$ cat src/rtl/huffman_frame_ctrl.sv
// -----------------------------------------------------------------------------
// huffman_frame_ctrl
//
// Frame-level sequencer for the Huffman encoder datapath. It counts a fixed
// length frame of 4-bit symbols into a 16-bin histogram and hands that
// histogram to the tree builder (Build_start / Build_done). It then gates the
// next frame of symbols into the encoder while counting them for the build
// that follows. It also supervises the build with a cycle timeout.
//
// Phases: IDLE -> COUNT -> BUILD -> ENCODE -> BUILD -> ENCODE ... -> IDLE
//
// Ports
//   Clk_in      : single clock, rising edge
//   n_Rst       : synchronous active-low reset
//   Start       : one-cycle run request, honoured in IDLE only
//   Stop        : one-cycle request to halt at the end of the current ENCODE frame
//   Data_in     : input symbol
//   Data_vld    : Data_in valid
//   Data_rdy    : symbol can be accepted (accept = Data_vld & Data_rdy)
//   Hist_addr   : histogram bin select
//   Hist_data   : registered value of bin Hist_addr (one cycle latency)
//   Build_start : one-cycle pulse asking the builder to read the histogram
//   Build_done  : builder finished, tree is loaded into the encoder
//   Enc_en      : Enc_sym is valid for the encoder
//   Enc_sym     : symbol forwarded to the encoder
//   Busy        : state is not IDLE
//   Phase       : 0 IDLE, 1 COUNT, 2 BUILD, 3 ENCODE
//   Err         : sticky build-timeout flag
//   Frame_cnt   : completed ENCODE frames, wraps at 256
// -----------------------------------------------------------------------------
module huffman_frame_ctrl #(
  parameter int FRAME_LEN = 64,   // symbols per frame, 2 .. 2**CNT_W-1
  parameter int CNT_W     = 8,    // histogram bin width
  parameter int TIMEOUT   = 1023  // max BUILD cycles to wait for Build_done, >= 1
) (
  input  logic             Clk_in,
  input  logic             n_Rst,
  input  logic             Start,
  input  logic             Stop,
  input  logic [3:0]       Data_in,
  input  logic             Data_vld,
  output logic             Data_rdy,
  input  logic [3:0]       Hist_addr,
  output logic [CNT_W-1:0] Hist_data,
  output logic             Build_start,
  input  logic             Build_done,
  output logic             Enc_en,
  output logic [3:0]       Enc_sym,
  output logic             Busy,
  output logic [1:0]       Phase,
  output logic             Err,
  output logic [7:0]       Frame_cnt
);

  localparam int TMO_W = $clog2(TIMEOUT + 1);

  typedef enum logic [1:0] {
    S_IDLE   = 2'd0,
    S_COUNT  = 2'd1,
    S_BUILD  = 2'd2,
    S_ENCODE = 2'd3
  } state_e;

  state_e             state_q, state_d;
  logic [CNT_W-1:0]   bins_q [16];
  logic [CNT_W-1:0]   bins_d [16];
  logic [CNT_W-1:0]   samp_q, samp_d;       // symbols accepted in this frame
  logic [TMO_W-1:0]   tmo_q, tmo_d;         // current BUILD cycle, entry cycle = 1
  logic               stop_q, stop_d;
  logic               err_q, err_d;
  logic [7:0]         frame_cnt_q, frame_cnt_d;
  logic               build_start_q, build_start_d;
  logic               enc_en_q, enc_en_d;
  logic [3:0]         enc_sym_q, enc_sym_d;
  logic [CNT_W-1:0]   hist_data_q, hist_data_d;

  logic accept;
  logic last_accept;

  assign Data_rdy    = (state_q == S_COUNT) || (state_q == S_ENCODE);
  assign accept      = Data_vld && Data_rdy;
  assign last_accept = accept && (samp_q == CNT_W'(FRAME_LEN - 1));

  // NOTE: every signal written here gets its default first, so no path can
  // leave a value unassigned and infer a latch.
  always_comb begin
    state_d       = state_q;
    bins_d        = bins_q;
    samp_d        = samp_q;
    tmo_d         = tmo_q;
    stop_d        = stop_q;
    err_d         = err_q;
    frame_cnt_d   = frame_cnt_q;

    // Counting is identical in COUNT and ENCODE; bins saturate instead of wrap.
    if (accept) begin
      samp_d = samp_q + 1'b1;
      if (bins_q[Data_in] != {CNT_W{1'b1}}) begin
        bins_d[Data_in] = bins_q[Data_in] + 1'b1;
      end
    end

    if ((state_q != S_IDLE) && Stop) begin
      stop_d = 1'b1;
    end

    unique case (state_q)
      S_IDLE: begin
        // A Start arriving with Stop clears the latch, so Stop is not kept.
        if (Start) begin
          state_d     = S_COUNT;
          bins_d      = '{default: '0};
          samp_d      = '0;
          err_d       = 1'b0;
          frame_cnt_d = 8'd0;
          stop_d      = 1'b0;
        end
      end
      S_COUNT: begin
        if (last_accept) begin
          state_d = S_BUILD;
          tmo_d   = TMO_W'(1);
        end
      end
      S_BUILD: begin
        if (Build_done) begin
          state_d = S_ENCODE;
          bins_d  = '{default: '0};
          samp_d  = '0;
        end else if (tmo_q == TMO_W'(TIMEOUT)) begin
          state_d = S_IDLE;
          err_d   = 1'b1;
        end else begin
          tmo_d = tmo_q + 1'b1;
        end
      end
      S_ENCODE: begin
        if (last_accept) begin
          frame_cnt_d = frame_cnt_q + 8'd1;
          // A Stop on this very cycle still ends the run here.
          if (stop_q || Stop) begin
            state_d = S_IDLE;
            stop_d  = 1'b0;
          end else begin
            state_d = S_BUILD;
            tmo_d   = TMO_W'(1);
          end
        end
      end
    endcase

    build_start_d = (state_d == S_BUILD) && (state_q != S_BUILD);
    enc_en_d      = accept && (state_q == S_ENCODE);
    enc_sym_d     = enc_en_d ? Data_in : enc_sym_q;
    // Read the pre-update bin so a same-cycle increment is not visible yet.
    hist_data_d   = bins_q[Hist_addr];
  end

  // NOTE: sequential state uses non-blocking assignments so every register
  // samples the same pre-edge values regardless of statement order.
  always_ff @(posedge Clk_in) begin
    if (!n_Rst) begin
      state_q       <= S_IDLE;
      // NOTE: the histogram is a register array that must read back 0 right
      // after reset, so it is reset here rather than mapped to a RAM.
      bins_q        <= '{default: '0};
      samp_q        <= '0;
      tmo_q         <= '0;
      stop_q        <= 1'b0;
      err_q         <= 1'b0;
      frame_cnt_q   <= 8'd0;
      build_start_q <= 1'b0;
      enc_en_q      <= 1'b0;
      enc_sym_q     <= 4'd0;
      hist_data_q   <= '0;
    end else begin
      state_q       <= state_d;
      bins_q        <= bins_d;
      samp_q        <= samp_d;
      tmo_q         <= tmo_d;
      stop_q        <= stop_d;
      err_q         <= err_d;
      frame_cnt_q   <= frame_cnt_d;
      build_start_q <= build_start_d;
      enc_en_q      <= enc_en_d;
      enc_sym_q     <= enc_sym_d;
      hist_data_q   <= hist_data_d;
    end
  end

  assign Hist_data   = hist_data_q;
  assign Build_start = build_start_q;
  assign Enc_en      = enc_en_q;
  assign Enc_sym     = enc_sym_q;
  assign Busy        = (state_q != S_IDLE);
  assign Phase       = state_q;
  assign Err         = err_q;
  assign Frame_cnt   = frame_cnt_q;

endmodule
$ cat config.mk
export PLATFORM = sky130hd
export DESIGN_NAME = huffman_frame_ctrl
export DESIGN_NICKNAME = d
export VERILOG_FILES = /design/src/rtl/huffman_frame_ctrl.sv
export SDC_FILE = /design/constraint.sdc
export NUM_CORES = 1
export LEC_CHECK = 0
export BUFFER_PORTS_ARGS = -buffer_cell sky130_fd_sc_hd__buf_2
export CAP_MARGIN = 10
export CORE_MARGIN = 2
export CORE_UTILIZATION = 51
export DETAILED_ROUTE_END_ITERATION = 8
export PLACE_DENSITY_LB_ADDON = 0.2
export SYNTH_ARGS = -nofsm -noshare
export SYNTH_HDL_FRONTEND = slang
export SYNTH_SLANG_ARGS = --single-unit
$ cat constraint.sdc
create_clock -name Clk_in -period 3.59 [get_ports Clk_in]
set_input_delay 0.8975 -clock Clk_in [delete_from_list [all_inputs] [get_ports Clk_in]]
set_output_delay 0.8975 -clock Clk_in [all_outputs]
set_load 0.01 [all_outputs]
==> metrics.csv <==
stage,metric,value,unit
cts,postCtsSetupBuffers,0,
sta,timing.final.crit_share,0.947,
cells_and_area,finalInstanceArea,0.0103,mm²
floorplanning,die_x,136,µm
worst_setup_path,crit_type,in -> reg,
synthesis,synth.cell_area,0.00887,mm²
drt,routed_wl,24.3,mm
global_route,grtUsageTotal,0.271,
drt,drc_errors,0,
global_route,grt_pass1_wl,38.1,mm
global_route,grt_max_degree,77,
synthesis,yosys_most_used_dff,dfxtp_1,
cells_and_area,drive_gt1_frac,0.259,
power_and_ir_drop,powerDensity,473,mW/mm²
floorplanning,die_h,136,µm
global_route,grt_overflow,0,
floorplanning,coreArea,0.0172,mm²
power_and_ir_drop,power_leakage,3.87,nW
synthesis,yosysSeqAreaShare,0.388,
sta,worstMarginPinSlew,840,ps
synthesis,syn-instance-count,901,
sta,setup_viol,0,
sta,hold_slack,473,ps
cts,cts_made_buffers,17,
floorplanning,die-area,0.0185,mm²
synthesis,synth.distinct_cells,56,
hold_path,min_path_type,reg -> reg,
sta,setup_total_negative_slack,0,ps
synthesis,avgSynthCellArea,9.85,µm²
cells_and_area,final_common_cell,dfxtp_1,
cts,cts_root_buf,clkbuf_16,
placement,post-place-ws,-305,ps
placement,port_buffers,40,
floorplanning,rows,48,
cts,cts_buffer_depth,2,
cts,cts_resized,0,
worst_setup_path,required,3910,ps
drt,drtPass1Iterations,5,
worst_setup_path,critPathCaptureType,flip-flop,
placement,routabilityCongestion,0.929,
sta,drv_slew,0,
run_status,status,"complete, no violations",
drt,wire_per_inst,20.1,µm
drt,vias,7389,
drt,vias_per_cell,6.13,
sta,relSlewSlack,0.438,
synthesis,synth_seq_cells,172,
cts,cts.sinks,172,
sta,fin_skew,16.3,ps
cells_and_area,area_growth,16.4,%
floorplanning,start_util,0.517,
worst_setup_path,cp-start-kind,input pin,
cells_and_area,nets,990,
worst_setup_path,cp.arrival,3720,ps
cts,cts_tree,built,
drt,drt_iter0_drc,615,
placement,dp.final_hpwl,17.0,mm
synthesis,synthDominantCellAreaShare,0.388,
cts,postCtsHoldBufs,0,
sta,hold_viol,0,
global_route,grt_pass1_vias,6889,
cells_and_area,final_cell_mix,"dfxtp_1, nor2_1, a21oi_1",
synthesis,synth_warnings,0,
cts,h-tree-depth,4,
synthesis,synth_area_leaders,"dfxtp_1, mux4_2, a21oi_1, nor2_1, nor3_1",
synthesis,synth_edf_count,0,
power_and_ir_drop,ir_worst_vdd,0.000506,V
sta,fin_crit,3400,ps
placement,dpl_cell_area,0.00971,mm²
sta,rsz0062_at_grt,no,
worst_setup_path,max_stage_delay,500,ps
cts,clk_latency,430,ps
floorplanning,io_pins,41,
sta,setup_ws,190,ps
synthesis,syn-num-nets,923,
flow_run,max_cap_violations,0,
drt,antenna_left,0,
power_and_ir_drop,finalPower,4.88,mW
sta,fmaxAchievable,294,MHz
cts,clk_pin_slew,70,ps
global_route,antenna_found_initial,2,
synthesis,yosysTopAreaCell,dfxtp_1,
worst_setup_path,slowest_stage,mux4_2,
worst_setup_path,cp_max_fo,39,
synthesis,async_flop_share,0,
worst_setup_path,crit_chain,buf_2 -> buf_4 -> mux4_2 -> a22oi_1 -> nand2_1 -> ha_2 -> nand2b_1 -> o32ai_4 -> nand4_4 -> or2_4 -> buf_12 -> a21oi_1 -> a311oi_1,
==> cells in the mapped netlist, drive strengths merged (23+ instances only) <==
cell type and number:
o21ai 25, mux4 71, a21oi 101, a311oi 24, nand2 47, dfxtp 172
nand3 27, nor3 54, buf 39, a22oi 24, nor2 129, clkbuf 39
mux2i 23
==> flip-flops by register name, summed over array words and instances, names as in the netlist <==
name	flops
Build_start	1
Err	1
stop_q	1
Hist_data	8
samp_q	8
tmo_q	10
Phase	2
Enc_en	1
bins_q	128
Frame_cnt	8
Enc_sym	4
==> worst paths after layout <==
path | depth (start not counted) | start | slack (ps) | end
worst max register to register | 9 | Phase[1] | 600 | bins_q[80]
worst min register to register | 2 | bins_q[89] | 470 | bins_q[89]
worst max-delay path | 13 | Data_in[0] | 190 | bins_q[127]
worst min-delay path | 2 | bins_q[89] | 470 | bins_q[89]
==> per-stage QoR <==
stage                     utilization  cells
after CTS                       0.601   1205
final                           0.601   1206
after global routing            0.601   1205
after global placement          0.565   1174
after detailed placement        0.565   1174
after floorplan                     -    901
==> cell families after synthesis <==
family / share of synthesized area
simple gates: 0.165
compound gates: 0.146
flops: 0.388
mux: 0.209
buf+inv: 0.0527
xor+xnor: 0.0283
fa+ha+maj: 0.0113
==> power by group <==
part	total [mW]	leakage (nW)	switching (mW)	internal [mW]
combinational	0.931	2.20	0.637	0.295
sequential	2.00	1.39	0.0426	1.96
clock	1.95	0.285	0.787	1.17
total	4.88	3.87	1.47	3.42
==> area by class of cell <==
| cell class | instances | area, µm² |
|---|---|---|
| tap | 225 | 282 |
| clock buffer | 18 | 429 |
| inverter | 6 | 22.5 |
| fill | 1473 | 6850 |
| antenna | 1 | 2.50 |
| multi-input combinational | 645 | 5000 |
| sequential | 172 | 3440 |
| clock inverter | 13 | 189 |
| timing repair buffer | 126 | 958 |
==> worst max-delay path: cells and delay by family <==
kind / cells / cell delay [ps]
AOI/OAI and AO/OA: 4 / 710
adders and majority gates: 1 / 210
buffers and inverters: 3 / 840
muxes: 1 / 500
and+or+nand+nor: 4 / 540
==> metal layers <==
| metal | vias to the layer above | GRT usage | wire length [µm] |
|---|---|---|---|
| met3 | 37 | 0.0660 | 1820 |
| met2 | 310 | 0.432 | 11600 |
| met1 | 3573 | 0.363 | 10300 |
| met4 | 0 | 0.0909 | 459 |
| li1 | 3469 | - | - |
| met5 | - | 0 | 0 |
(Power assumes the default switching activity.)
